--- config.mk ---
export PLATFORM = sky130hd
export DESIGN_NAME = bin2bcd_seq
export DESIGN_NICKNAME = d
export VERILOG_FILES = /design/src/rtl/bin2bcd_pkg.sv /design/src/rtl/bin2bcd_digit_corr.sv /design/src/rtl/bin2bcd_seq.sv
export SDC_FILE = /design/constraint.sdc
export NUM_CORES = 1
export LEC_CHECK = 0
export CAP_MARGIN = 20
export CORE_MARGIN = 8
export CORE_UTILIZATION = 53
export CTS_CLUSTER_DIAMETER = 200
export CTS_CLUSTER_SIZE = 28
export DETAILED_ROUTE_END_ITERATION = 8
export GPL_TIMING_DRIVEN = 1
export MAX_ROUTING_LAYER = met4
export PLACE_DENSITY = 0.78
export RECOVER_POWER = 100
export SYNTH_ARGS = -nofsm -noshare
export SYNTH_HDL_FRONTEND = slang
export SYNTH_SLANG_ARGS = --single-unit
--- constraint.sdc ---
create_clock -name main_clk_i -period 1.9 [get_ports main_clk_i]
set_clock_uncertainty 0.15 [all_clocks]
set_input_delay 0.475 -clock main_clk_i [delete_from_list [all_inputs] [get_ports main_clk_i]]
set_output_delay 0.475 -clock main_clk_i [all_outputs]
set_load 0.03 [all_outputs]
--- src/rtl/bin2bcd_pkg.sv ---
// bin2bcd_pkg: shared types, correction constants and sizing helper for the BCD converter
package bin2bcd_pkg;
  typedef logic [3:0] bcd_digit_t;
  typedef enum logic [1:0] {ST_IDLE, ST_SHIFT, ST_DONE} state_t;
  localparam bcd_digit_t BCD_CORR_THRESH = 4'd5;
  localparam bcd_digit_t BCD_CORR_ADD = 4'd3;
  // Decimal digits needed for 2^width-1, i.e. ceil(width*log10(2)) in fixed point.
  function automatic int digits_needed(input int width);
    return int'((longint'(width) * 64'sd30103 + 64'sd99999) / 64'sd100000);
  endfunction
endpackage

--- src/rtl/bin2bcd_digit_corr.sv ---
// bin2bcd_digit_corr: double-dabble digit correction, adds 3 to a digit >= 5
//   i_digit : BCD digit before the shift
//   o_digit : corrected digit
module bin2bcd_digit_corr
  import bin2bcd_pkg::*;
(
  input  bcd_digit_t i_digit,
  output bcd_digit_t o_digit
);
  assign o_digit = (i_digit >= BCD_CORR_THRESH) ? i_digit + BCD_CORR_ADD : i_digit;
endmodule

--- src/rtl/bin2bcd_seq.sv ---
// bin2bcd_seq: sequential shift-and-add-3 binary to packed BCD converter, one bit per clock
//   main_clk_i    : clock, rising edge
//   main_rst_an_i : asynchronous reset, active low
//   bin_i         : binary operand, sampled on the accept edge
//   in_valid_i    : operand valid
//   in_ready_o    : converter can accept an operand
//   bcd_o         : packed BCD result, digit 0 in the low nibble
//   overflow_o    : value exceeded 10^DIGITS-1
//   out_valid_o   : bcd_o/overflow_o valid
//   out_ready_i   : downstream takes the result
module bin2bcd_seq #(
  parameter int WIDTH  = 8,
  parameter int DIGITS = 3
) (
  input  logic                main_clk_i,
  input  logic                main_rst_an_i,
  input  logic [WIDTH-1:0]    bin_i,
  input  logic                in_valid_i,
  output logic                in_ready_o,
  output logic [4*DIGITS-1:0] bcd_o,
  output logic                overflow_o,
  output logic                out_valid_o,
  input  logic                out_ready_i
);
  import bin2bcd_pkg::*;
  localparam int CNTW = $clog2(WIDTH + 1);
  localparam int BW = 4 * DIGITS;
  // With enough digits the shifted-out bit is provably always 0.
  localparam bit OVF_POSSIBLE = DIGITS < digits_needed(WIDTH);
  if (WIDTH < 1 || DIGITS < 1) begin : g_param_err
    $fatal(1, "bin2bcd_seq: WIDTH and DIGITS must both be >= 1");
  end
  state_t            r_state, w_next;
  logic [WIDTH-1:0]  r_bin;
  logic [BW-1:0]     r_bcd, r_res, w_corr, w_bcd_sh;
  logic [CNTW-1:0]   r_cnt;
  logic              r_ovf, r_res_ovf, w_ovf_sh, w_last, w_accept;
  for (genvar k = 0; k < DIGITS; k++) begin : g_corr
    bin2bcd_digit_corr u_corr (
      .i_digit(r_bcd[4*k +: 4]),
      .o_digit(w_corr[4*k +: 4])
    );
  end
  // The top bit of the corrected BCD word falls off the end of the shift; any 1 there means overflow.
  assign w_bcd_sh = {w_corr[BW-2:0], r_bin[WIDTH-1]};
  assign w_ovf_sh = r_ovf | w_corr[BW-1];
  assign w_last   = r_cnt == CNTW'(1);
  assign w_accept = in_valid_i && in_ready_o;
  always_ff @(posedge main_clk_i or negedge main_rst_an_i)
    if (!main_rst_an_i) r_state <= ST_IDLE;
    else r_state <= w_next;
  always_comb begin
    w_next = ST_IDLE;
    case (r_state)
      ST_IDLE:  w_next = w_accept ? ST_SHIFT : ST_IDLE;
      ST_SHIFT: w_next = w_last ? ST_DONE : ST_SHIFT;
      ST_DONE:  w_next = w_accept ? ST_SHIFT : out_ready_i ? ST_IDLE : ST_DONE;
      default:  w_next = ST_IDLE;
    endcase
  end
  always_comb begin
    in_ready_o  = (r_state == ST_IDLE) || (r_state == ST_DONE && out_ready_i);
    out_valid_o = r_state == ST_DONE;
    bcd_o       = r_res;
    overflow_o  = r_res_ovf & OVF_POSSIBLE;
  end
  // The result register is separate from the shift register so bcd_o holds the last result while shifting.
  always_ff @(posedge main_clk_i or negedge main_rst_an_i)
    if (!main_rst_an_i) begin
      r_bin     <= '0;
      r_bcd     <= '0;
      r_cnt     <= '0;
      r_ovf     <= 1'b0;
      r_res     <= '0;
      r_res_ovf <= 1'b0;
    end else if (w_accept) begin
      r_bin <= bin_i;
      r_bcd <= '0;
      r_cnt <= CNTW'(WIDTH);
      r_ovf <= 1'b0;
    end else if (r_state == ST_SHIFT) begin
      r_bin <= r_bin << 1;
      r_bcd <= w_bcd_sh;
      r_cnt <= r_cnt - 1'b1;
      r_ovf <= w_ovf_sh;
      if (w_last) begin
        r_res     <= w_bcd_sh;
        r_res_ovf <= w_ovf_sh;
      end
    end
endmodule

==> impl_metrics.csv <==
group,metric,value,unit
finish,antennaDiodeCount,0,
setup_path,cp_slowest_cell,"clkdlybuf4s50_1",
setup_path,cp_max_fo,19,
clock_network,cts_tree,"yes",
setup_path,cpLargestDelayFamily,"buffers and inverters",
placement,io_buffers,25,
finish,fill_cells,281,
clock_network,cts_buffers,5,
global_routing,grt_antenna_before_repair,0,
global_routing,grt_max_degree,39,
clock_network,root_buffer,"clkbuf_4",
clock_network,htreeDepth,2,
floorplan,die_h,74.9,um
detailed_routing,drc,0,
status,status,"finished, final reports clean",
sta,fin_crit,1800,ps
finish,finish.utilization,65.5,%
floorplan,dieArea,0.00561,mm2
min_path,hp-start,"bcd_o[8]",
flow_run,max_cap_viol_count,0,
finish,drive_above_1_share,13.6,%
synthesis,synth_top_area_share,51.8,%
pwr,p_per_area,1790,mW/mm2
detailed_routing,ant_nets,0,
sta,worstMarginPinSlew,925,ps
synthesis,yosys_warnings,0,
synthesis,synth_area_per_cell,10.4,um2
floorplan,num_rows,21,
floorplan,ios,27,
detailed_routing,first_iter_violations,99,
sta,slew_violations,0,
clock_network,clkSinkCount,38,
global_routing,grt_usage,15.2,%
sta,max_freq,555,MHz
sta,whs,336,ps
floorplan,core_area,0.00334,mm2
setup_path,path_cells,"clkdlybuf4s50_1 -> inv_1 -> o31a_1 -> clkbuf_2 -> o21ai_0 -> nand2_1",
sta,rsz0062_at_grt,"false",
setup_path,rr_endpoint,"bcd_o[6]",
pwr,p_leak,1.06,nW
synthesis,postSynthCellCount,176,
synthesis,ys_seq_area_share,51.8,%
setup_path,r2r_start,"r_bcd[4]",
clock_network,clk_pin_slew,110,ps
synthesis,ys_types,32,
placement,dp_slack,-106,ps
synthesis,yosysTopAreaCell,"dfrtp_1",
setup_path,worst-path-buf-inv,3,
finish,syn_to_final_growth,19.0,%
detailed_routing,wire_per_inst,14.7,um
setup_path,required,1990,ps
sta,fin_ws,99.5,ps
setup_path,r2r_slack,150,ps
detailed_routing,via_per_inst,5.42,
finish,multiInputGateArea,796,um2
global_routing,grt_pass1_wl,6300,um
placement,gp_congestion,0.828,
detailed_routing,wl,3690,um
sta,fin_crit_sh,94.8,%
detailed_routing,dr.pass1.iters,5,
finish,ff_latch_area,951,um2
setup_path,r2r_cells,6,
clock_network,cts_buffer_depth,2,
setup_path,critPathArrivalTime,1890,ps
clock_network,clkLatencyLatePin,330,ps
min_path,whs_endpoint,"bcd_o[8]",
clock_network,post_cts.repair.setup_buffers,0,
setup_path,critPathMaxStageDelay,470,ps
min_path,hold_path_depth,2,
setup_path,startpoint,"in_valid_i",
finish,nets,226,
sta,relSlewSlack,38.3,%
floorplan,initial_core_util,55.0,%
synthesis,syn_nets,196,
pwr,peakVddDrop,1.01,mV
placement,hpwl,2600,um
synthesis,synth.most_common_cell,"dfrtp_1",
detailed_routing,vias,1367,
clock_network,hold_buffers,0,
synthesis,synth_edf_count,0,
floorplan,die-width,74.9,um
synthesis,dominantRegCellSynth,"dfrtp_1",
min_path,hp-class,"reg -> reg",
setup_path,worst-setup-path-type,"in -> reg",
sta,final.setup.tns,0,ps
synthesis,syn_area,0.00184,mm2
global_routing,grt_pass1_vias,1399,
sta,finalSetupViolations,0,
setup_path,critPathCaptureType,"register",
synthesis,synth-seq-cells,38,
synthesis,ys_top_cells_by_count,"38 x dfrtp_1, 32 x nand2_1, 10 x inv_1, 10 x o21ai_0, 8 x ha_1",
synthesis,async_reset_ff_share,100,%
synthesis,yosys-top-cells-area,"dfrtp_1 52%, nand2_1 6.5%, ha_1 5.4%",
global_routing,overflow,0,
setup_path,crit_path_start_kind,"input pin",
sta,hold_viol,0,
## power by group
group          total, mW  switching [mW]  leakage [nW]  internal (mW)
clock              0.556           0.250        0.0443          0.306
sequential          1.46           0.294         0.480           1.17
combinational       1.89            1.09         0.531          0.796
## how the worst max path moves through the flow
stage            endpoint  slack [ps]  depth (start not counted)
6_report        r_bcd[11]         100                          6
3_3_place_gp     r_bcd[7]         -70                          6
4_1_cts        in_ready_o          10                          3
5_1_grt        in_ready_o          20                          3
2_1_floorplan  in_ready_o         320                          2
3_5_place_dp    r_bcd[11]        -110                          6
## state kept, by name (all words and copies together), names as in the netlist
signal   flops
r_bin        8
r_cnt        4
r_state      2
bcd_o       12
r_bcd       12
## layer usage
metal	global-route usage, %	up-vias	wire length [um]
met1	16.3	672	1570
met2	25.6	32	1870
met3	4.66	6	194
li1	-	657	-
met5	-	-	0
met4	6.09	0	55
## logic make-up (layout without fill, tap and decap cells)
logic type	Yosys count	after routing	synth area share (%)
buf+inv	18	48	5.45
xor+xnor	5	5	2.38
fa+ha+maj	8	8	5.45
compound gates	40	40	14.1
simple gates	56	56	14.7
mux	10	10	5.93
other cells	1	1	0.204
flops	38	38	51.8
## cell usage in the layout, fill, tap and decap left out, drive strengths merged, types with 8 or more instances in the layout
cell type,instances
dfrtp,38
nand2,33
o21ai,16
dlygate4sd2,13
inv,10
clkdlybuf4s50,9
clkbuf,9
ha,8
a21oi,8
## cell type report
type                    instances  area share (%)
clock inverters                 1            1.37
inverters                      10            1.72
well taps                      46            2.63
clock buffers                   6            2.35
flip-flops and latches         38            43.5
repair buffers                 31            12.0
multi-input cells             120            36.4
## per-stage QoR
stage / cell area [um2] / cells / power [mW]
2_1_floorplan: 1840 / 176 / 2.89
3_3_place_gp: 2150 / 245 / 3.38
3_5_place_dp: 2150 / 245 / 3.51
4_1_cts: 2210 / 252 / 3.99
5_1_grt: 2190 / 252 / 4.22
6_report: 2190 / 252 / 3.91
## tightest hold or removal path: stages (launching register included)
cell and delay (ps):
dfrtp_1 360, nand2_1 40, o21ai_0 60
## timing repair
item,CTS,global route
setup endpoints to repair,13,2
resized for setup,14,4
pin swaps,1,1
No activity file was read; power rests on OpenSTA's default activity.
